### src/rtl/seg7_bcd_display.sv
// seg7_bcd_display: binary-to-BCD/hex converter driving DIGITS seven-segment digits.
// Decimal conversion uses serial double-dabble; hex mode bypasses it.
module seg7_bcd_display #(
    parameter int DIGITS     = 6,
    parameter int WIDTH      = 20,
    parameter int ACTIVE_LOW = 1
) (
    input  logic                  clk,
    input  logic                  rst_n,
    input  logic                  load,
    input  logic [WIDTH-1:0]      value,
    input  logic                  hex_mode,
    input  logic                  blank_lz,
    output logic                  busy,
    output logic                  overflow,
    output logic [7*DIGITS-1:0]   hex
);
    localparam int NIB = (WIDTH * 30103 + 99999) / 100000 + 1;
    localparam int BCDW = 4 * NIB;
    localparam int CW = $clog2(WIDTH) + 1;
    localparam logic [CW-1:0] LAST = CW'(WIDTH - 1);
    localparam logic [6:0] BLANK = ACTIVE_LOW != 0 ? 7'b1111111 : 7'b0000000;
    localparam logic [6:0] DASH = ACTIVE_LOW != 0 ? 7'b0111111 : 7'b1000000;

    typedef enum logic [1:0] {IDLE, SHIFT, UPDATE} state_t;

    state_t                r_state, w_next;
    logic [WIDTH-1:0]      r_bin;
    logic [BCDW-1:0]       r_bcd, w_adj;
    logic [CW-1:0]         r_cnt;
    logic                  r_hex_mode, r_blank_lz, r_ovf;
    logic [7*DIGITS-1:0]   r_hex, w_hex;
    logic [BCDW+WIDTH-1:0] w_sh;
    logic [63:0]           w_src;
    logic                  w_accept, w_ovf;

    function automatic logic [6:0] f_glyph(input logic [3:0] n);
        logic [6:0] g;
        case (n)
            4'h0: g = 7'b1000000;
            4'h1: g = 7'b1111001;
            4'h2: g = 7'b0100100;
            4'h3: g = 7'b0110000;
            4'h4: g = 7'b0011001;
            4'h5: g = 7'b0010010;
            4'h6: g = 7'b0000010;
            4'h7: g = 7'b1111000;
            4'h8: g = 7'b0000000;
            4'h9: g = 7'b0010000;
            4'hA: g = 7'b0001000;
            4'hB: g = 7'b0000011;
            4'hC: g = 7'b1000110;
            4'hD: g = 7'b0100001;
            4'hE: g = 7'b0000110;
            4'hF: g = 7'b0001110;
        endcase
        return ACTIVE_LOW != 0 ? g : ~g;
    endfunction

    assign w_accept = (r_state == IDLE) && load;
    assign busy     = r_state != IDLE;
    assign overflow = r_ovf;
    assign hex      = r_hex;

    always_ff @(posedge clk) begin
        if (!rst_n)
            r_state <= IDLE;
        else
            r_state <= w_next;
    end

    always_comb begin
        w_next = r_state;
        case (r_state)
            IDLE:    w_next = load ? (hex_mode ? UPDATE : SHIFT) : IDLE;
            SHIFT:   w_next = r_cnt == LAST ? UPDATE : SHIFT;
            UPDATE:  w_next = IDLE;
            default: w_next = IDLE;
        endcase
    end

    // Double-dabble correction: nibbles >= 5 get +3 before the shift
    always_comb begin
        w_adj = r_bcd;
        for (int i = 0; i < NIB; i++)
            w_adj[4*i +: 4] = r_bcd[4*i +: 4] >= 4'd5 ? r_bcd[4*i +: 4] + 4'd3 : r_bcd[4*i +: 4];
    end

    assign w_sh  = {w_adj, r_bin} << 1;
    assign w_src = r_hex_mode ? 64'(r_bin) : 64'(r_bcd);
    assign w_ovf = |(w_src >> (4 * DIGITS));

    // Without overflow the source is zero above DIGITS, so a zero tail means a leading zero
    always_comb begin
        w_hex = '0;
        for (int k = 0; k < DIGITS; k++)
            w_hex[7*k +: 7] = w_ovf ? DASH :
                              (r_blank_lz && k != 0 && (w_src >> (4 * k)) == 64'd0) ? BLANK :
                              f_glyph(w_src[4*k +: 4]);
    end

    always_ff @(posedge clk) begin
        if (!rst_n) begin
            r_bin      <= '0;
            r_bcd      <= '0;
            r_cnt      <= '0;
            r_hex_mode <= 1'b0;
            r_blank_lz <= 1'b0;
            r_ovf      <= 1'b0;
            r_hex      <= {DIGITS{BLANK}};
        end else if (w_accept) begin
            r_bin      <= value;
            r_bcd      <= '0;
            r_cnt      <= '0;
            r_hex_mode <= hex_mode;
            r_blank_lz <= blank_lz;
        end else if (r_state == SHIFT) begin
            r_bcd <= w_sh[BCDW+WIDTH-1:WIDTH];
            r_bin <= w_sh[WIDTH-1:0];
            r_cnt <= r_cnt + 1'b1;
        end else if (r_state == UPDATE) begin
            r_hex <= w_hex;
            r_ovf <= w_ovf;
        end
    end
endmodule

### config.mk
export PLATFORM = sky130hd
export DESIGN_NAME = seg7_bcd_display
export DESIGN_NICKNAME = d
export VERILOG_FILES = /design/src/rtl/seg7_bcd_display.sv
export SDC_FILE = /design/constraint.sdc
export NUM_CORES = 1
export LEC_CHECK = 0
export CORE_MARGIN = 1
export CORE_UTILIZATION = 62
export CTS_BUF_LIST = sky130_fd_sc_hd__clkbuf_16
export DETAILED_ROUTE_END_ITERATION = 6
export PLACE_DENSITY = 0.95
export SYNTH_ARGS = -nofsm -noshare
export SYNTH_HDL_FRONTEND = slang
export SYNTH_SLANG_ARGS = --single-unit
### constraint.sdc
create_clock -name clk -period 7.2 [get_ports clk]
set_input_delay 2.16 -clock clk [delete_from_list [all_inputs] [get_ports clk]]
set_output_delay 2.16 -clock clk [all_outputs]
set_load 0.02 [all_outputs]
==> results.txt <==
The flow ran to the end, and the final reports show no timing, DRC or antenna violations. Static timing analysis puts the maximum clock frequency at 257 MHz. The die is 104 um tall. The sequential share of the synthesized area came out at between 30% and 40%. The ratio of routed vias to standard cells is between 6 and 7. In this run the mean area of a mapped cell was 8.22 sq um. In this run, distinct cell masters in the synthesized netlist total 70. The final number of max-transition violations is 0. The area occupied by multi-input gates is 4000 sq um. The power density normalized to cell area is between 150 and 200 nW/um^2. The count of input and output buffers is 68. The shortest clock period the worst path allows after layout came out at between 3000 and 4000 ps. The boundary pin count came out at a little under 70.

The clock tree buffer depth is 2. TritonCTS built the clock tree. The final weighted congestion in routability-driven placement is 0.877.

The CTS clock-pin slew for the worst setup and hold paths came out at 70 ps. The number of max-cap violations came out at 0. The initial antenna violation count is 0. Setup repair after global routing left no endpoint under its margin. The number of DRC violations after detailed-routing iteration 0 is roughly 530. Registers take roughly 2100 sq um. The number of global-route vias before repair is 5646.

The fraction of the cycle the final worst path needs came out at between 50% and 60%. The number of buffers inserted by hold repair at cts came out at 0. The post-cts resize count is 0. For this run, the leading register cell type out of synthesis is sky130_fd_sc_hd__dfxtp_1. The post-detailed-route count of antenna-violating nets came out at 0.

The share of flip-flops with an asynchronous set or reset came out at 0%. The gate count after technology mapping is 784. Entering global routing, the biggest net connects 53 pins.

The share of final-layout standard cells stronger than drive strength 1 came out at roughly 6.8%. The kind of launch point of the worst setup path is an input pin. The total routed wirelength is ~16000 um.

The final hold violation count is 0. The DRC violations left came out at 0. For this design the static power due to leakage is 0.00284 uW.

The TritonCTS buffer count is 9. The number of detailed-routing iterations run before antenna repair is 5. The flip-flop and latch count after synthesis came out at 105.

The worst-path maximum fanout came out at 52. For this run, the total global-route usage over all layers was measured as 30.1%. The number of H-tree branching levels came out at 3. The area added between synthesis and finish came out at 14.8%.

The number of clock sinks came out at approximately 110. The data required time at the worst endpoint is 7470 ps. The sum of negative setup slack came out at 0 ps. Fill cells in the final layout number 650. The final net count came out at 901. The area of the die is about 11000 sq um.

The final routed wire length divided by cell count came out at between 15 and 20 um. The antenna diode count came out at 0. Summed over all layers, the global routing overflow is 0. The fraction of post-synthesis cell area in the top cell type by area came out at between 30 and 40%. After clock tree synthesis, the setup repair step added 0 buffers. At the pin with the least slew margin, the transition time is roughly 1200 ps.

The die is between 100 and 150 um wide. The worst hold path class is flop to flop. The worst clock skew on the final layout is 12.5 ps. The signal arrival time at the worst endpoint is around 4200 ps. The headroom to the max-slew limit is 21.1%. The warning count from the yosys run came out at 0.

The wire length of the first global-routing pass came out at between 20000 and 30000 um. The tree is rooted in a sky130_fd_sc_hd__clkbuf_16. By area the synthesized netlist is led by sky130_fd_sc_hd__dfxtp_1, sky130_fd_sc_hd__ha_1, sky130_fd_sc_hd__nand2_1. The worst setup path is captured at a flop. The post-synth net total is around 860. The type of the worst setup path is input pin to flop. The placed wire-length estimate is 11000 um.

The fraction of the core area covered by cells at the end of the flow is ~75%. The site row count is 36. The synthesized design spends more area on one cell type than any other, namely sky130_fd_sc_hd__dfxtp_1.

The core region is roughly 9900 sq um. The number of flops mapped to enable cells by yosys is 0. The worst-case IR drop observed on VDD is 0.106 mV. The initial standard-cell utilization of the core is between 60% and 70%. The cell area that synthesis handed to floorplanning was around 6400 sq um. Summing over every cut layer, the via total after detailed routing is about 6000. The source-to-sink clock delay at the later pin of the worst-skew pair came out at around 350 ps. The total of endpoints with negative setup slack in the final report came out at 0.
==> sequential cells by signal (all words and copies together), names as in the netlist <==
name / flops
hex: 42
overflow: 1
r_bcd: 32
r_bin: 20
r_blank_lz: 1
r_cnt: 6
r_hex_mode: 1
r_state: 2
==> synth_stat cells (all sizes together) (2+ instances only) <==
library cell  number
nor2              63
xor2              10
o221ai             2
nor2b              4
nand3b             2
mux2              12
nor3              19
nor4bb             2
o21ai             63
a21o               2
mux4               2
nand2b            16
and2              11
or2                2
nand4              3
nor4               6
buf               18
a21oi             54
o32ai              5
o22ai              5
a211oi             6
ha                53
o22a              10
inv               34
and3               2
a31oi              4
xnor2              9
nand2            101
o31ai              3
o211ai             5
a22o               2
o311ai             4
dfxtp            105
nor3b              7
nand3             26
a21boi            24
a22oi             21
mux2i             27
a2111oi            3
clkbuf            27
==> final cells by class <==
class / count / share of cell area (%)
Clock buffer: 9 / 3.04
Inverter: 34 / 1.73
Tap cell: 133 / 2.25
Multi-Input combinational cell: 600 / 54.0
Sequential cell: 105 / 28.4
Clock inverter: 7 / 0.795
Timing Repair Buffer: 73 / 9.71
==> per-stage QoR <==
stage	hold slack, ps	setup slack (ps)	instance area [sq um]	cells	power, uW
final	474	3300	7400	961	1270
after global routing	505	3170	7400	961	1320
after CTS	473	3330	7400	961	1270
after detailed placement	456	2990	7110	945	806
after global placement	452	3080	7110	945	798
after floorplan	445	4110	6450	784	744
==> report_power, final <==
part           internal [uW]  switching, uW  total, uW
combinational           74.4           96.8        171
clock                    241            236        477
sequential               602           23.4        626
total                    918            356       1270
==> worst max-delay path, cell delays in order <==
cell                              delay [ps]
sky130_fd_sc_hd__clkdlybuf4s50_1         460
sky130_fd_sc_hd__buf_4                   410
sky130_fd_sc_hd__nand2_1                 560
sky130_fd_sc_hd__buf_4                   390
sky130_fd_sc_hd__a21oi_1                 160
==> cell families (layout without fill, tap and decap cells) <==
kind of cell	Yosys count	count (layout)	synth area share, %
xor gates and xnor gates	19	19	2.58
buffers and inverters	79	123	5.49
muxes	41	41	7.41
DFF	105	105	32.6
and+or+nand+nor	267	267	19.9
AOI/OAI and AO/OA	220	220	21.7
adders and majority gates	53	53	10.3
==> worst paths after layout <==
path | depth (start not counted) | slack (ps) | from | endpoint
max | 5 | 3300 | rst_n | r_bcd[14]$_SDFFE_PP0P_
min | 2 | 470 | hex[0]$_SDFFE_PN1P_ | hex[0]$_SDFFE_PN1P_
max reg2reg | 7 | 3870 | r_hex_mode$_SDFFE_PN0P_ | hex[14]$_SDFFE_PN1P_
min reg2reg | 2 | 470 | hex[0]$_SDFFE_PN1P_ | hex[0]$_SDFFE_PN1P_
==> cell usage in the layout (no fill, tap or decap), types with 4 or more instances in the layout <==
cell	Yosys	routed
sky130_fd_sc_hd__and2_1	11	11
sky130_fd_sc_hd__mux2i_1	23	23
sky130_fd_sc_hd__xor2_1	10	10
sky130_fd_sc_hd__clkdlybuf4s50_1	0	68
sky130_fd_sc_hd__nor3b_1	6	6
sky130_fd_sc_hd__dfxtp_1	105	104
sky130_fd_sc_hd__inv_1	34	34
sky130_fd_sc_hd__a21oi_1	53	53
sky130_fd_sc_hd__nand3_1	26	26
sky130_fd_sc_hd__nand2b_1	16	16
sky130_fd_sc_hd__nor2_1	59	59
sky130_fd_sc_hd__o22ai_1	5	5
sky130_fd_sc_hd__mux2_2	12	12
sky130_fd_sc_hd__a22oi_1	21	21
sky130_fd_sc_hd__nand2_1	100	100
sky130_fd_sc_hd__clkbuf_16	0	9
sky130_fd_sc_hd__a21boi_0	23	23
sky130_fd_sc_hd__xnor2_1	9	9
sky130_fd_sc_hd__a211oi_1	6	6
sky130_fd_sc_hd__o32ai_1	5	5
sky130_fd_sc_hd__nor3_1	16	16
sky130_fd_sc_hd__buf_4	4	5
sky130_fd_sc_hd__o21ai_1	7	7
sky130_fd_sc_hd__o21ai_0	56	56
sky130_fd_sc_hd__o211ai_1	4	4
sky130_fd_sc_hd__ha_1	53	53
sky130_fd_sc_hd__nor4_1	5	5
sky130_fd_sc_hd__o22a_1	10	10
sky130_fd_sc_hd__a31oi_1	4	4
==> metal layers <==
metal	track usage [%]	share of wire [%]	up-vias
li1	-	-	2839
met1	36.4	41	2777
met2	52.7	49	292
met3	4.70	6.4	48
met4	13.3	2.8	0
met5	0	0	-
Note: power is estimated with default switching activity, not from simulation.
